==> config.mk <==
export PLATFORM = sky130hd
export DESIGN_NAME = instr_fetch_unit
export DESIGN_NICKNAME = d
export VERILOG_FILES = /design/src/rtl/cpu_pkg.sv /design/src/rtl/instr_fetch_unit.sv
export SDC_FILE = /design/constraint.sdc
export NUM_CORES = 1
export LEC_CHECK = 0
export CAP_MARGIN = 10
export CORE_MARGIN = 3
export CORE_UTILIZATION = 46
export CTS_BUF_LIST = sky130_fd_sc_hd__clkbuf_4 sky130_fd_sc_hd__clkbuf_8
export DETAILED_ROUTE_END_ITERATION = 12
export HOLD_SLACK_MARGIN = 0.02
export PLACE_DENSITY = 0.9
export SKIP_CTS_REPAIR_TIMING = 1
export SLEW_MARGIN = 30
export SYNTH_ARGS = -nofsm -noshare
export SYNTH_HDL_FRONTEND = slang
export SYNTH_SLANG_ARGS = --single-unit
==> constraint.sdc <==
create_clock -name clk -period 5.1 [get_ports clk]
set_clock_uncertainty 0.2 [all_clocks]
set_input_delay 1.02 -clock clk [delete_from_list [all_inputs] [get_ports clk]]
set_output_delay 1.02 -clock clk [all_outputs]
set_load 0.01 [all_outputs]
==> src/rtl/cpu_pkg.sv <==
// Shared CPU definitions: opcode constants, instruction field positions
// and the fetch-unit state encoding.
package cpu_pkg;

  localparam int OPCODE_W = 4;

  localparam logic [OPCODE_W-1:0] OP_ADD  = 4'h0;
  localparam logic [OPCODE_W-1:0] OP_SUB  = 4'h1;
  localparam logic [OPCODE_W-1:0] OP_HALT = 4'hF;

  // Instruction layout: opcode[19:16], operand A[15:8], operand B[7:0]
  localparam int OPC_MSB = 19;
  localparam int OPC_LSB = 16;
  localparam int A_MSB   = 15;
  localparam int A_LSB   = 8;
  localparam int B_MSB   = 7;
  localparam int B_LSB   = 0;

  typedef enum logic [1:0] {
    IDLE = 2'd0,
    RUN  = 2'd1,
    DONE = 2'd2
  } fetch_state_e;

endpackage

==> src/rtl/instr_fetch_unit.sv <==
// Pipeline IF stage. Presents PC to a combinational instruction memory,
// captures the returned word into the IF/ID register with its PC and a
// valid bit, and handles stall / flush / branch redirect plus start/halt
// sequencing of a program run.
//
// Ports:
//   clk, rst             clock, synchronous active-high reset
//   start                pulse: begin or restart a run (IDLE/DONE only)
//   stall                hold PC and IF/ID
//   flush                squash the word captured this cycle
//   redirect_en/_pc      taken branch: load PC from redirect_pc
//   imem_addr            address to instruction memory (= PC)
//   imem_instr           word from memory, same cycle
//   if_id_instr/_pc      registered instruction and its PC
//   if_id_valid          IF/ID holds a real instruction
//   busy, done           state decode: RUN, DONE
module instr_fetch_unit
  import cpu_pkg::*;
#(
  parameter int                 ADDR_W    = 8,
  parameter int                 INSTR_W   = 20,
  parameter logic [ADDR_W-1:0]  RESET_PC  = '0,
  parameter logic [ADDR_W-1:0]  LAST_ADDR = '1
) (
  input  logic               clk,
  input  logic               rst,
  input  logic               start,
  input  logic               stall,
  input  logic               flush,
  input  logic               redirect_en,
  input  logic [ADDR_W-1:0]  redirect_pc,
  output logic [ADDR_W-1:0]  imem_addr,
  input  logic [INSTR_W-1:0] imem_instr,
  output logic [INSTR_W-1:0] if_id_instr,
  output logic [ADDR_W-1:0]  if_id_pc,
  output logic               if_id_valid,
  output logic               busy,
  output logic               done
);

  fetch_state_e       state_q, state_d;
  logic [ADDR_W-1:0]  pc_q, pc_d;
  logic [INSTR_W-1:0] instr_q, instr_d;
  logic [ADDR_W-1:0]  ifpc_q, ifpc_d;
  logic               valid_q, valid_d;

  logic [OPCODE_W-1:0] opcode;
  logic                halt_hit;

  assign opcode = imem_instr[OPC_MSB:OPC_LSB];

  // A flushed HALT is a squashed word and must not end the run.
  assign halt_hit = (pc_q == LAST_ADDR) || ((opcode == OP_HALT) && !flush);

  always_comb begin
    state_d = state_q;
    pc_d    = pc_q;
    instr_d = instr_q;
    ifpc_d  = ifpc_q;
    valid_d = valid_q;

    unique case (state_q)
      IDLE: begin
        valid_d = 1'b0;
        if (start) begin
          state_d = RUN;
          pc_d    = RESET_PC;
        end
      end

      RUN: begin
        if (redirect_en) begin
          pc_d    = redirect_pc;
          valid_d = 1'b0;
        end else if (!stall) begin
          instr_d = imem_instr;
          ifpc_d  = pc_q;
          valid_d = !flush;
          if (halt_hit) begin
            state_d = DONE;
          end else begin
            pc_d = pc_q + ADDR_W'(1);
          end
        end
      end

      DONE: begin
        if (start) begin
          state_d = RUN;
          pc_d    = RESET_PC;
          valid_d = 1'b0;
        end else if (!stall) begin
          valid_d = 1'b0;
        end
      end

      default: begin
        state_d = IDLE;
        pc_d    = RESET_PC;
        valid_d = 1'b0;
      end
    endcase
  end

  always_ff @(posedge clk) begin
    if (rst) begin
      state_q <= IDLE;
      pc_q    <= RESET_PC;
      instr_q <= '0;
      ifpc_q  <= '0;
      valid_q <= 1'b0;
    end else begin
      state_q <= state_d;
      pc_q    <= pc_d;
      instr_q <= instr_d;
      ifpc_q  <= ifpc_d;
      valid_q <= valid_d;
    end
  end

  assign imem_addr   = pc_q;
  assign if_id_instr = instr_q;
  assign if_id_pc    = ifpc_q;
  assign if_id_valid = valid_q;
  assign busy        = (state_q == RUN);
  assign done        = (state_q == DONE);

endmodule

==> qor.txt, run 1 <==
status - finished clean
FILL cells - 276
clk sinks - 39
Register Area - 781 sq um
GPL Wtd Cong - 0.866
Cell variety after synth - 36
DRC Markers - 0
Initial Util - 48.7%
hold crit path type - reg2reg
clk_lat worst skew - 0.34 ns
Synth Cell Area - 1660 sq um
most common cell in the netlist - nand2_1
main area contributors after synthesis - dfxtp_1, nand2_1, a21oi_1
worst path bufs/invs - 2
synth warn - 0
Area Overhead vs Synth - 52.0%
syn_area_per_cell - 7.81 sq um
setup TNS - 0 ns
RSZ-0062 raised after global routing - false
pwr/cell area - 265 nW/um^2
RR Endpoint - imem_addr[5]$_SDFFE_PP0P_
predominant post-synthesis flop cell - dfxtp_1
LEAKAGE - 0.869 nW
Worst-path clk slew - 0.11 ns
CP max stage cell - clkdlybuf4s50_1
Die H - 66.1 microns
# setup viols final - 0
R2R depth - 6
worst setup path end - imem_addr[5]$_SDFFE_PP0P_
row cnt - 21
Post-synth top cells - nand2_1, dfxtp_1, a21oi_1
Multi-input gate area - 826 sq um
Worst-Margin Slew - 0.929 ns
asr flop ratio synth - 0%
total routed wirelength - 4.38 mm
1st-pass router iterations - 4
routed vias/inst - 5.25
Slew Limit Headroom - 37.9%
total design power - 0.671 mW
Worst EP required - 5.17 ns
Tmin final - 3.00 ns
Yosys top cell by area - dfxtp_1
final hold vios - 0
Setup crit start kind - primary input
Seq/Total Area, Yosys - 46.9%
CP Cell Sequence - clkdlybuf4s50_1 -> inv_2 -> a31o_4 -> or3_4 -> or3_1 -> o32ai_2
top cell type's share of synthesized area - 46.9%
delay-heaviest family, CP - buffers and inverters
Final Cycle Share - 58.8%
largest net degree at the start of global routing - 36
DR WL/cell - 13.3 microns
I/O Buffers - 72
peak fanout along the critical path - 13
via count - 1733
flops & latches, synth - 39
CTS Buf Count - 5
CTS root buffer - clkbuf_4
die area - 4380 sq um
Max-Cap Viols - 0
CTS tree - built
reg2reg start - imem_addr[0]$_SDFFE_PP0P_
worst path arrival time - 3.06 ns
Initial DRC Count - 152
H-tree Lvls - 2
kind of critical path - in2reg
remaining global-route overflow - 0
final HPWL from detailed placement - 3.17 mm
Detail Route Antenna Nets - 0
placed cell count - 321
synthesized net count - 248
antenna violations before repair - 0
Worst Setup SP - redirect_en
Post-synth EDFFs - 0
IO Count - 73
Die W - 66.1 microns
total global-route track usage - 20.7%
layout cells sized above 1 - 6.69%
f_max - 333 MHz
CP endpoint kind - register
R2R Setup Slk - 2.95 ns
nets - 318
critical path depth - 6
Mapped Cells - 213
Hold Startpoint - if_id_pc[3]$_SDFFE_PP0P_
Hold Path Stages - 2
global-route wire length before repair - 7.08 mm
Worst path max stage delay - 0.79 ns
Max rail drop VDD - 0.173 mV
number of global-route vias before repair - 1582
CTS max path bufs - 2
non-filler cells in the finished layout - 330
Ant. Diodes - 0
Slew Viols, Final - 0
CORE AREA - 3420 sq um
## metal layers
layer	global-route usage, %	wire length, microns	up-vias
met2	34.9	2250	75
met1	25.0	1740	786
met5	0	0	-
li1	-	-	864
met3	5.95	340	8
met4	6.85	48	0
## worst min-delay path by stage
stage	end	slack, ns
6_report	if_id_pc[3]$_SDFFE_PP0P_	0.26
5_1_grt	if_id_pc[6]$_SDFFE_PP0P_	0.28
4_1_cts	if_id_pc[0]$_SDFFE_PP0P_	0.26
3_5_place_dp	if_id_pc[0]$_SDFFE_PP0P_	0.25
3_3_place_gp	if_id_instr[18]$_SDFFE_PP0P_	0.24
2_1_floorplan	state_q[1]$_SDFFE_PP0P_	0.27
## cell type report
type / count / share of cell area [%]
Sequential cell: 39 / 30.9
Timing Repair Buffer: 74 / 29.2
Multi-Input combinational cell: 159 / 32.7
Tap cell: 46 / 2.28
Inverter: 4 / 0.792
Clock buffer: 6 / 1.78
Clock inverter: 2 / 2.38
## worst register-to-register path, delay by kind of cell, from the launching register on
family / cells / cell delay [ns]
AOI/OAI and AO/OA: 2 / 0.26
adders and majority gates: 1 / 0.27
DFF: 1 / 0.40
and+or+nand+nor: 3 / 0.93
## cell families (layout without fill, tap and decap cells)
family          count (synthesis)  after routing  synth area share [%]
simple gates                   99             99                  26.7
compound gates                 54             54                  19.0
flops                          39             39                  46.9
buf+inv                        15             86                  3.83
xor+xnor                        4              4                  2.11
fa+ha+maj                       1              1                 0.752
mux                             1              1                 0.677
## through the flow
stage / hold WS, ns / area (sq um) / util (%) / setup slack [ns]
3_3_place_gp: 0.240 / 2410 / 70.6 / 1.78
2_1_floorplan: 0.269 / 1660 / - / 2.73
3_5_place_dp: 0.247 / 2410 / 70.6 / 1.76
6_report: 0.260 / 2530 / 74.0 / 2.10
5_1_grt: 0.279 / 2530 / 74.0 / 2.00
4_1_cts: 0.262 / 2520 / 73.7 / 2.12
## registers in the layout (all words and copies together) (netlist names)
signal and count:
imem_addr 8, if_id_instr 20, state_q 2, if_id_valid 1, if_id_pc 8
## power by group
| group | internal (mW) | total (mW) | leakage, nW | switching [mW] |
|---|---|---|---|---|
| Sequential | 0.312 | 0.320 | 0.316 | 0.00807 |
| Clock | 0.158 | 0.259 | 0.0559 | 0.101 |
| Combinational | 0.0499 | 0.0911 | 0.498 | 0.0412 |
## cells in the final DEF (no fill, tap or decap)
cell type / synthesis / final
or3_4: 1 / 1
mux2_2: 1 / 1
o41ai_1: 2 / 2
a31oi_1: 2 / 2
nand3b_1: 2 / 2
nor2_1: 11 / 11
inv_2: 1 / 1
nand2b_1: 2 / 2
xor2_1: 2 / 2
a21oi_1: 38 / 38
o21ai_0: 5 / 5
clkdlybuf4s50_1: 0 / 72
nand3_1: 3 / 3
inv_1: 2 / 2
ha_1: 1 / 1
nand2_1: 66 / 66
a31o_4: 1 / 1
xnor2_1: 2 / 2
nor3_1: 2 / 2
buf_6: 0 / 1
nand4b_1: 1 / 1
nand4_1: 3 / 3
bufinv_16: 0 / 2
o2111ai_1: 1 / 1
nor2b_1: 1 / 1
o22ai_1: 2 / 2
clkbuf_4: 0 / 6
inv_6: 1 / 1
or2_2: 1 / 1
nand2b_4: 1 / 1
or3_1: 3 / 3
a21o_1: 1 / 1
dfxtp_1: 39 / 39
a211o_1: 1 / 1
and4_1: 1 / 1
o32ai_2: 1 / 1
nor3_4: 0 / 1
buf_4: 0 / 1
Power figures use the tool's default switching activity.
==> run 2, diff against run 1 <==
CORE_UTILIZATION = 39   (was 46)
PLACE_DENSITY = 0.81   (was 0.9)
clock period = 2.6 ns   (was 5.1 ns; I/O delays follow)
==> run 2 against run 1 <==
  * Non-clock buffer count up 10
  * Via count about the same
  * Sequential cell count is the same
  * Final cell count increased by 4.2%
  * Total power grew 99%
  * Worst setup slack worse by 1.9 ns
  * Sequential power is 96% higher
  * Global-route usage shrank 2.2 points
  * Clock-buffer cell count unchanged
  * Critical path depth increased by 1
  * Critical path type unchanged
==> qor.txt, run 2 (synthesis gave the netlist of run 1 again) <==
part of the power in combinational logic - 14.1%
CP max stage cell - clkdlybuf4s50_1
total design power - 1.33 mW
CP dominant cell by count - a21oi_1
CP endpoint kind - register
I/O Buffers - 72
commonest non-fill, non-tap cell in the layout - clkdlybuf4s50_1
layout cells sized above 1 - 9.86%
Die H - 71.3 microns
Worst path max stage delay - 0.60 ns
Hold Startpoint - if_id_instr[17]$_SDFFE_PP0P_
Max rail drop VDD - 0.381 mV
FILL cells - 360
number of global-route vias before repair - 1644
Initial Util - 41.0%
antenna violations before repair - 0
IO Count - 73
DR WL/cell - 13.0 microns
total routed wirelength - 4.47 mm
worst path bufs/invs - 2
status - finished clean
R2R Setup Slk - 0.42 ns
RR Endpoint - imem_addr[2]$_SDFFE_PP0P_
peak fanout along the critical path - 6
Clk pwr share - 38.8%
H-tree Lvls - 2
clk sinks - 39
remaining global-route overflow - 0
Area Overhead vs Synth - 56.9%
Worst-Margin Slew - 0.512 ns
sw frac - 22.9%
fin util - 64.4%
Worst EP required - 2.62 ns
global-route wire length before repair - 7.58 mm
Slew Limit Headroom - 65.8%
reg2reg start - imem_addr[0]$_SDFFE_PP0P_
Detail Route Antenna Nets - 0
hold crit path type - reg2reg
clk_lat worst skew - 0.29 ns
f_max - 423 MHz
final hold vios - 0
kind of critical path - in2reg
R2R depth - 7
Psw - 0.304 mW
Register Area - 781 sq um
# setup viols final - 0
CTS Buf Count - 5
CTS tree - built
CORE AREA - 4060 sq um
total global-route track usage - 18.5%
DRC Markers - 0
Seq pwr share - 47.1%
nets - 328
largest net degree at the start of global routing - 21
via count - 1734
Initial DRC Count - 73
pwr/cell area - 510 nW/um^2
final HPWL from detailed placement - 3.32 mm
Multi-input gate area - 820 sq um
most frequent cells in the layout - clkdlybuf4s50_1, nand2_1, dfxtp_1, a21oi_1, buf_4
Tmin final - 2.36 ns
die area - 5090 sq um
LEAKAGE - 0.920 nW
1st-pass router iterations - 4
Max-Cap Viols - 0
Ant. Diodes - 0
Internal Pwr Total - 1.03 mW
non-filler cells in the finished layout - 344
hold endpoint - if_id_instr[17]$_SDFFE_PP0P_
Slew Viols, Final - 0
Hold Path Stages - 2
CTS root buffer - clkbuf_8
Final Cycle Share - 90.9%
Setup crit start kind - primary input
Worst-path clk slew - 0.07 ns
routed vias/inst - 5.04
worst path arrival time - 2.38 ns
RSZ-0062 raised after global routing - false
delay-heaviest family, CP - compound AO/OA/AOI/OAI gates
max reg flops - 20
row cnt - 23
CP Cell Sequence - clkdlybuf4s50_1 -> nand4b_1 -> o22ai_1 -> buf_4 -> a21oi_1 -> o2111ai_1 -> a21oi_1
CTS max path bufs - 2
placed cell count - 336
GPL Wtd Cong - 0.844
Die W - 71.3 microns
## run 2: cell count changes in the layout (fill, tap and decap cells not counted)
cell       change
buf_4         +11
buf_6          -1
bufinv_16      -1
clkbuf_4       -6
clkbuf_8       +6
clkinv_2       +1
nor3_2         +1
nor3_4         -1
## run 2: routing by layer
layer	share of wire, %	GRT usage [%]
met5	0	0
met4	1.5	6.89
met3	5.8	4.91
met2	48	30.4
met1	44	23.2
## run 2: worst reg2reg max path: cells and delay by family (launching register included)
kind / cells / cell delay, ns
buffers and inverters: 1 / 0.17
adder cells (fa/ha/maj): 1 / 0.27
AND/OR/NAND/NOR: 1 / 0.16
flip-flops: 1 / 0.39
AO/OA/AOI/OAI: 4 / 0.93
## run 2: power groups by stage
| stage | clock (mW) | combinational (mW) | sequential [mW] |
|---|---|---|---|
| 3_5_place_dp | 0 | 0.187 | 0.642 |
| 3_3_place_gp | 0 | 0.185 | 0.641 |
| 5_1_grt | 0.556 | 0.204 | 0.631 |
| 6_report | 0.517 | 0.187 | 0.628 |
| 2_1_floorplan | 0 | 0.0725 | 0.645 |
| 4_1_cts | 0.528 | 0.188 | 0.628 |
## run 2: final cells by class
type	count	area share (%)
Clock inverter	2	1.34
Clock buffer	6	3.16
Timing Repair Buffer	84	31.0
Tap cell	50	2.40
Inverter	4	0.767
Multi-Input combinational cell	159	31.4
Sequential cell	39	29.9
## run 2: stage by stage
stage	instance area [sq um]	TNS, ns	hold slack, ns	setup slack (ns)
2_1_floorplan	1660	0	0.269	0.611
3_3_place_gp	2490	0	0.241	0.105
3_5_place_dp	2490	-0.0213	0.246	-0.0196
4_1_cts	2610	0	0.255	0.279
5_1_grt	2610	0	0.273	0.0921
6_report	2610	0	0.253	0.237
## run 2: worst max path at each step
stage	start	to	slack (ns)	cells past startpoint
floorplan	imem_addr[0]$_SDFFE_PP0P_	imem_addr[5]$_SDFFE_PP0P_	0.61	6
global placement	redirect_en	imem_addr[2]$_SDFFE_PP0P_	0.10	7
detailed placement	redirect_en	imem_addr[2]$_SDFFE_PP0P_	-0.02	7
CTS	redirect_en	imem_addr[2]$_SDFFE_PP0P_	0.28	7
global route	redirect_en	imem_addr[2]$_SDFFE_PP0P_	0.09	7
finish	redirect_en	imem_addr[2]$_SDFFE_PP0P_	0.24	7
